**src/rtl/param_service_unit_if.sv**
```systemverilog
// Bus bundle for param_service_unit: APB slave signals plus the
// event-source and core interrupt handshake signals.
interface param_service_unit_if #(
  parameter int APB_ADDR_WIDTH = 12,
  parameter int NB_LINES       = 32,
  parameter int ID_W           = 5
);
  logic [APB_ADDR_WIDTH-1:0] PADDR;
  logic [31:0]               PWDATA;
  logic                      PWRITE;
  logic                      PSEL;
  logic                      PENABLE;
  logic [31:0]               PRDATA;
  logic                      PREADY;
  logic                      PSLVERR;
  logic [NB_LINES-1:0]       signal_i;
  logic                      irq_req_o;
  logic [ID_W-1:0]           irq_id_o;
  logic                      irq_ack_i;
  logic [ID_W-1:0]           irq_ack_id_i;

  // Service unit side.
  modport slave (
    input  PADDR, PWDATA, PWRITE, PSEL, PENABLE,
    input  signal_i, irq_ack_i, irq_ack_id_i,
    output PRDATA, PREADY, PSLVERR,
    output irq_req_o, irq_id_o
  );

  // Bus master / core / event source side.
  modport master (
    output PADDR, PWDATA, PWRITE, PSEL, PENABLE,
    output signal_i, irq_ack_i, irq_ack_id_i,
    input  PRDATA, PREADY, PSLVERR,
    input  irq_req_o, irq_id_o
  );
endinterface

```
**src/rtl/param_service_unit.sv**
```systemverilog
// Parametrised APB interrupt/event service unit.
// Collects NB_LINES sources (per-line enable, level/rising-edge mode,
// software set/clear) and offers the lowest-index pending line to the
// core through a registered req/ID handshake with ID-checked acknowledge.
module param_service_unit #(
  parameter int APB_ADDR_WIDTH = 12,
  parameter int NB_LINES       = 32,
  parameter int ID_W           = 5
) (
  input  logic                    HCLK,
  input  logic                    HRESET,
  param_service_unit_if.slave     bus
);

  typedef enum logic [0:0] {
    S_IDLE = 1'b0,
    S_REQ  = 1'b1
  } state_t;

  // Lowest set index of a vector; zero when the vector is empty.
  function automatic logic [ID_W-1:0] f_lowest(input logic [NB_LINES-1:0] v);
    logic [ID_W-1:0] res;
    res = {ID_W{1'b0}};
    for (int i = NB_LINES - 1; i >= 0; i--) begin
      if (v[i]) begin
        res = ID_W'(i);
      end
    end
    return res;
  endfunction

  // Registers
  logic [NB_LINES-1:0] r_enable;
  logic [NB_LINES-1:0] r_mode;
  logic [NB_LINES-1:0] r_pending;
  logic [NB_LINES-1:0] r_sig_q;
  state_t              r_state;
  logic                r_irq_req;
  logic [ID_W-1:0]     r_irq_id;

  // APB decode
  logic                w_access;
  logic                w_wr;
  logic                w_rd;
  logic [2:0]          w_off;
  logic [NB_LINES-1:0] w_wdata;
  logic                w_wr_enable;
  logic                w_wr_pending;
  logic                w_wr_set;
  logic                w_wr_clear;
  logic                w_wr_mode;
  logic [31:0]         w_status;
  logic [31:0]         w_prdata;

  // Pending / handshake datapath
  logic [NB_LINES-1:0] w_trig;
  logic [NB_LINES-1:0] w_set;
  logic [NB_LINES-1:0] w_clr;
  logic [NB_LINES-1:0] w_id_onehot;
  logic [NB_LINES-1:0] w_ack_mask;
  logic [NB_LINES-1:0] w_pending_nxt;
  logic                w_ack_valid;
  logic                w_cur_pend;

  // FSM next values
  state_t              w_state_nxt;
  logic                w_req_nxt;
  logic [ID_W-1:0]     w_id_nxt;

  // Only PADDR[4:2] is decoded and PWDATA above NB_LINES is dropped.
  logic w_unused;
  assign w_unused = ^{bus.PADDR, bus.PWDATA};

  assign w_access     = bus.PSEL && bus.PENABLE;
  assign w_wr         = w_access && bus.PWRITE;
  assign w_rd         = w_access && !bus.PWRITE;
  assign w_off        = bus.PADDR[4:2];
  assign w_wdata      = bus.PWDATA[NB_LINES-1:0];
  assign w_wr_enable  = w_wr && (w_off == 3'd0);
  assign w_wr_pending = w_wr && (w_off == 3'd1);
  assign w_wr_set     = w_wr && (w_off == 3'd2);
  assign w_wr_clear   = w_wr && (w_off == 3'd3);
  assign w_wr_mode    = w_wr && (w_off == 3'd4);

  assign bus.PREADY    = 1'b1;
  assign bus.PSLVERR   = w_access && (w_off >= 3'd6);
  assign bus.PRDATA    = w_prdata;
  assign bus.irq_req_o = r_irq_req;
  assign bus.irq_id_o  = r_irq_id;

  // Assemble the STATUS word from the registered handshake outputs.
  always_comb begin
    w_status           = 32'd0;
    w_status[31]       = r_irq_req;
    w_status[ID_W-1:0] = r_irq_id;
  end

  // Read mux; drives zero outside read accesses and for write-only/unmapped offsets.
  always_comb begin
    w_prdata = 32'd0;
    if (w_rd) begin
      case (w_off)
        3'd0:    w_prdata = 32'(r_enable);
        3'd1:    w_prdata = 32'(r_pending);
        3'd4:    w_prdata = 32'(r_mode);
        3'd5:    w_prdata = w_status;
        default: w_prdata = 32'd0;
      endcase
    end else begin
      w_prdata = 32'd0;
    end
  end

  // One-hot of the currently presented ID, used for ack clear and withdraw test.
  always_comb begin
    w_id_onehot = {NB_LINES{1'b0}};
    for (int i = 0; i < NB_LINES; i++) begin
      w_id_onehot[i] = (r_irq_id == ID_W'(i));
    end
  end

  assign w_ack_valid = bus.irq_ack_i && (r_state == S_REQ) &&
                       (bus.irq_ack_id_i == r_irq_id);

  // Next pending: set sources, then clears (clear beats trigger), then a PENDING write overrides.
  always_comb begin
    w_trig     = r_enable & ((r_mode & bus.signal_i & ~r_sig_q) |
                             (~r_mode & bus.signal_i));
    w_set      = w_wr_set   ? w_wdata : {NB_LINES{1'b0}};
    w_clr      = w_wr_clear ? w_wdata : {NB_LINES{1'b0}};
    w_ack_mask = w_ack_valid ? w_id_onehot : {NB_LINES{1'b0}};
    if (w_wr_pending) begin
      w_pending_nxt = w_wdata;
    end else begin
      w_pending_nxt = (r_pending | w_trig | w_set) & ~(w_clr | w_ack_mask);
    end
  end

  // Whether the line being requested is still pending after this edge.
  assign w_cur_pend = |(w_pending_nxt & w_id_onehot);

  // Configuration, pending and edge-detect history registers.
  always_ff @(posedge HCLK or posedge HRESET) begin
    if (HRESET) begin
      r_enable  <= {NB_LINES{1'b0}};
      r_mode    <= {NB_LINES{1'b0}};
      r_pending <= {NB_LINES{1'b0}};
      r_sig_q   <= {NB_LINES{1'b0}};
    end else begin
      r_sig_q   <= bus.signal_i;
      r_pending <= w_pending_nxt;
      if (w_wr_enable) begin
        r_enable <= w_wdata;
      end
      if (w_wr_mode) begin
        r_mode <= w_wdata;
      end
    end
  end

  // FSM state register together with the registered request outputs.
  always_ff @(posedge HCLK or posedge HRESET) begin
    if (HRESET) begin
      r_state   <= S_IDLE;
      r_irq_req <= 1'b0;
      r_irq_id  <= {ID_W{1'b0}};
    end else begin
      r_state   <= w_state_nxt;
      r_irq_req <= w_req_nxt;
      r_irq_id  <= w_id_nxt;
    end
  end

  // FSM next state: request when anything is pending, drop on valid ack or software removal.
  always_comb begin
    w_state_nxt = r_state;
    case (r_state)
      S_IDLE: begin
        if (|r_pending) begin
          w_state_nxt = S_REQ;
        end else begin
          w_state_nxt = S_IDLE;
        end
      end
      S_REQ: begin
        if (w_ack_valid || !w_cur_pend) begin
          w_state_nxt = S_IDLE;
        end else begin
          w_state_nxt = S_REQ;
        end
      end
      default: w_state_nxt = S_IDLE;
    endcase
  end

  // FSM outputs: latch the winning ID only when leaving IDLE; hold it otherwise.
  always_comb begin
    w_req_nxt = (w_state_nxt == S_REQ);
    w_id_nxt  = r_irq_id;
    case (r_state)
      S_IDLE: begin
        if (|r_pending) begin
          w_id_nxt = f_lowest(r_pending);
        end else begin
          w_id_nxt = r_irq_id;
        end
      end
      S_REQ:   w_id_nxt = r_irq_id;
      default: w_id_nxt = r_irq_id;
    endcase
  end

endmodule

```
**src/flat_wrapper.sv**
```systemverilog
// flat-port wrapper written by rule: the top's interface ports become plain ports
module param_service_unit_flat 
#(
  parameter int APB_ADDR_WIDTH = 12,
  parameter int NB_LINES       = 32,
  parameter int ID_W           = 5
)
  (HCLK, HRESET, bus_PADDR, bus_PWDATA, bus_PWRITE, bus_PSEL, bus_PENABLE, bus_signal_i, bus_irq_ack_i, bus_irq_ack_id_i, bus_PRDATA, bus_PREADY, bus_PSLVERR, bus_irq_req_o, bus_irq_id_o);
  param_service_unit_if #(.APB_ADDR_WIDTH(APB_ADDR_WIDTH), .NB_LINES(NB_LINES), .ID_W(ID_W)) bus_i ();
  input  logic HCLK;
  input  logic HRESET;
  input wire logic [$bits(bus_i.PADDR)-1:0] bus_PADDR;
  input wire logic [$bits(bus_i.PWDATA)-1:0] bus_PWDATA;
  input wire logic [$bits(bus_i.PWRITE)-1:0] bus_PWRITE;
  input wire logic [$bits(bus_i.PSEL)-1:0] bus_PSEL;
  input wire logic [$bits(bus_i.PENABLE)-1:0] bus_PENABLE;
  input wire logic [$bits(bus_i.signal_i)-1:0] bus_signal_i;
  input wire logic [$bits(bus_i.irq_ack_i)-1:0] bus_irq_ack_i;
  input wire logic [$bits(bus_i.irq_ack_id_i)-1:0] bus_irq_ack_id_i;
  output wire logic [$bits(bus_i.PRDATA)-1:0] bus_PRDATA;
  output wire logic [$bits(bus_i.PREADY)-1:0] bus_PREADY;
  output wire logic [$bits(bus_i.PSLVERR)-1:0] bus_PSLVERR;
  output wire logic [$bits(bus_i.irq_req_o)-1:0] bus_irq_req_o;
  output wire logic [$bits(bus_i.irq_id_o)-1:0] bus_irq_id_o;
  assign bus_i.PADDR = bus_PADDR;
  assign bus_i.PWDATA = bus_PWDATA;
  assign bus_i.PWRITE = bus_PWRITE;
  assign bus_i.PSEL = bus_PSEL;
  assign bus_i.PENABLE = bus_PENABLE;
  assign bus_i.signal_i = bus_signal_i;
  assign bus_i.irq_ack_i = bus_irq_ack_i;
  assign bus_i.irq_ack_id_i = bus_irq_ack_id_i;
  assign bus_PRDATA = bus_i.PRDATA;
  assign bus_PREADY = bus_i.PREADY;
  assign bus_PSLVERR = bus_i.PSLVERR;
  assign bus_irq_req_o = bus_i.irq_req_o;
  assign bus_irq_id_o = bus_i.irq_id_o;
  param_service_unit #(.APB_ADDR_WIDTH(APB_ADDR_WIDTH), .NB_LINES(NB_LINES), .ID_W(ID_W)) u_core (.HCLK(HCLK), .HRESET(HRESET), .bus(bus_i));
endmodule
```
**config.mk**
```make
export PLATFORM = sky130hd
export DESIGN_NAME = param_service_unit_flat
export DESIGN_NICKNAME = d
export VERILOG_FILES = /design/src/rtl/param_service_unit_if.sv /design/src/rtl/param_service_unit.sv /design/src/flat_wrapper.sv
export SDC_FILE = /design/constraint.sdc
export NUM_CORES = 1
export LEC_CHECK = 0
export BUFFER_PORTS_ARGS = -buffer_cell sky130_fd_sc_hd__buf_2
export CAP_MARGIN = 0
export CORE_AREA = 2 2 174 176
export DETAILED_ROUTE_END_ITERATION = 10
export DIE_AREA = 0 0 176 178
export GPL_ROUTABILITY_DRIVEN = 0
export GPL_TIMING_DRIVEN = 0
export SLEW_MARGIN = 0
export SYNTH_ARGS = -nofsm -noshare
export SYNTH_HDL_FRONTEND = slang
export SYNTH_SLANG_ARGS = --single-unit
export TNS_END_PERCENT = 10
```
**constraint.sdc**
```tcl
create_clock -name HCLK -period 3.9 [get_ports HCLK]
set_input_delay 0.195 -clock HCLK [delete_from_list [all_inputs] [get_ports HCLK]]
set_output_delay 0.195 -clock HCLK [all_outputs]
set_load 0.02 [all_outputs]
```
==> reports/results.tsv <==
metric	value	unit
wirelength	31.1	mm
dieArea	31300	um2
ys_seq_elements	134	
path_buf_inv	0	
min_period	2.98	ns
critPathSlowestCell	nor4_1	
numPortBuffers	116	
hold_slack	0.0444	ns
cp_top_family	simple AND/OR/NAND/NOR gates	
skew	0.00828	ns
viasPerCell	5.44	
crit-reg2reg-launch	u_core.r_pending[18]$_DFF_PP0_	
nets	1176	
syn_inst	920	
max_stage_delay	0.74	ns
ff2ff_path_depth	8	
synth-async-reset-ratio	100	%
vias	8107	
io_pins	127	
hold_path_end	u_core.r_pending[10]$_DFF_PP0_	
grt_first_pass_wirelength	46.4	mm
ff2ff_setup_slack	0.92	ns
hold_path_depth	2	
relSlewSlack	39.5	%
layout_setup_ws	0.924	ns
cts_tree	built	
p_leak	0.00437	uW
clock_path_buffers	2	
start_util	27.7	%
slew_viol_final	0	
fin_crit_sh	76.3	%
yosys_warnings	0	
synthTopCellsByArea	dfrtp_1 (41%), mux2_2 (7.3%), nand2_1 (4.8%)	
post-route-drc-count	0	
avgSynthCellArea	8.84	um2
clock_latency	0.43	ns
worst_pin_slew	0.884	ns
drive_above_1_share	23.0	%
clk_pin_slew_worst_paths	0.06	ns
post-route-cell-area	10200	um2
synth_edf_count	0	
ys_types	78	
fin_util	34.7	%
htree_num_levels	4	
yosysTopAreaCell	dfrtp_1	
grt_use_total	19.8	%
synthTopCellsByCount	dfrtp_1 (134), nand2_1 (105), nor2_1 (96)	
hpwl	23.5	mm
diodes	0	
die_height	178	um
num_rows	63	
mappedNetlistNets	1007	
path_depth	8	
timing.rr.end	u_core.r_state$_DFF_PP0_	
gr-total-overflow	0	
cp-start-kind	flop	
first_global_vias	7755	
netlist.area_leader.share	41.2	%
power_density	488	nW/um2
grt_setup_unrepaired	no	
cts_post_setup_buffers_inserted	0	
endpoint_kind	flop	
cts-root-buf	clkbuf_16	
drtIter0Drc	851	
status	finished, final reports clean	
crit_fanout	7	
cts_buffers	17	
ir_drop	0.000338	V
syn_to_final_growth	25.5	%
synth_flop_cell	dfrtp_1	
min_path_type	primary input to flop	
critPathKind	flop to flop	
grt_max_degree	69	
seq_area_frac_synth	41.2	%
hold_violations	0	
path_cells	nor4_1, nand2_1, nor3b_1, a21o_2, o21ai_1, nor4_2, o311a_1, a41oi_2	
total_power	4980	uW
antenna_left	0	
cp_data_arrival_time	3.27	ns
cap_violations	0	
fmax	336	MHz
setup_viol	0	
synth.most_common_cell	dfrtp_1	
wire_per_inst	20.8	um
pre_cts_slack	1.11	ns
core-area	29400	um2
dpl_cell_area	9230	um2
synth_area	8130	um2
drt-pass1-iter-count	5	
cts.sinks	134	
hp-start	bus_PWDATA[10]	
antenna_found_initial	0	
worstPathRequired	4.19	ns
fp.dieW	176	um
==> stage by stage <==
stage / TNS (ns) / cells
floorplan: 0 / 920
global placement: -203.29 / 1426
detailed placement: 0 / 1427
CTS: 0 / 1491
global route: 0 / 1491
finish: 0 / 1491
==> layout make-up <==
type	count	area, um2
Inverter	19	76.3
Clock inverter	11	173
Tap cell	390	488
Clock buffer	20	467
Buffer	59	302
Sequential cell	134	3350
Fill cell	3052	19200
Multi-Input combinational cell	708	4410
Timing Repair Buffer	150	938
==> cell families (layout without fill, tap and decap cells) <==
family | Yosys count | count (layout) | share of synthesized area, %
AOI/OAI and AO/OA | 244 | 244 | 18.8
buffers and inverters | 78 | 259 | 4.59
muxes | 92 | 92 | 12.1
other | 1 | 1 | 0.0461
xor gates and xnor gates | 18 | 18 | 1.94
and+or+nand+nor | 353 | 353 | 21.3
DFF | 134 | 134 | 41.2
==> flip-flops by register name, indices dropped and copies added (netlist names) <==
| name | cells |
|---|---|
| u_core.r_sig_q | 32 |
| u_core.r_mode | 32 |
| u_core.r_state | 1 |
| u_core.r_enable | 32 |
| u_core.bus.irq_id_o | 5 |
| u_core.r_pending | 32 |
==> repair_timing <==
action,CTS,global route
resized for setup,0,0
endpoints found under the hold margin,98,0
endpoints found under the setup margin,0,0
hold buffers,33,0
==> worst reg2reg max path, cell delays in order, from the launching register on <==
cell and delay (ns):
dfrtp_1 0.44, nor4_1 0.74, nand2_1 0.18, nor3b_1 0.42, a21o_2 0.28, o21ai_1 0.12
nor4_2 0.31, o311a_1 0.23, a41oi_2 0.12
==> worst max-delay path by stage <==
stage	from	to	slack, ns
after global routing	u_core.r_pending[18]$_DFF_PP0_	u_core.r_state$_DFF_PP0_	0.79
after CTS	u_core.r_pending[18]$_DFF_PP0_	u_core.r_state$_DFF_PP0_	1.09
final	u_core.r_pending[18]$_DFF_PP0_	u_core.r_state$_DFF_PP0_	0.92
after global placement	HRESET	u_core.r_mode[6]$_DFFE_PP0P_	-1.53
after detailed placement	u_core.r_pending[19]$_DFF_PP0_	u_core.r_state$_DFF_PP0_	1.11
after floorplan	HRESET	u_core.bus.irq_id_o[0]$_DFFE_PP0P_	0.12
==> cell usage in the layout (no fill, tap or decap), types with 17 or more instances in the layout <==
cell type      synthesis  final
buf_2                 22    138
dfrtp_1              134    134
nand2_1              105    105
nor2_1                96     96
a21oi_1               71     71
mux2_2                53     53
nand3_1               43     43
a31oi_1               40     40
mux2i_1               39     39
o21ai_0               38     38
dlygate4sd3_1          0     33
nor3_1                25     25
clkbuf_1              23     23
inv_1                 18     17
clkbuf_16              0     17
==> routing by layer <==
metal / wire length, um / vias up / track usage (%)
li1: - / 3710 / -
met1: 13500 / 3871 / 26.9
met2: 13700 / 429 / 30.3
met3: 2560 / 97 / 3.96
met4: 1300 / 0 / 8.92
met5: 0 / - / 0
==> power by group <==
| group | internal, uW | leakage [uW] | switching [uW] |
|---|---|---|---|
| Combinational | 531 | 0.00248 | 859 |
| Clock | 1120 | 0.000301 | 638 |
| Sequential | 1610 | 0.00159 | 226 |
(Power assumes the default switching activity.)
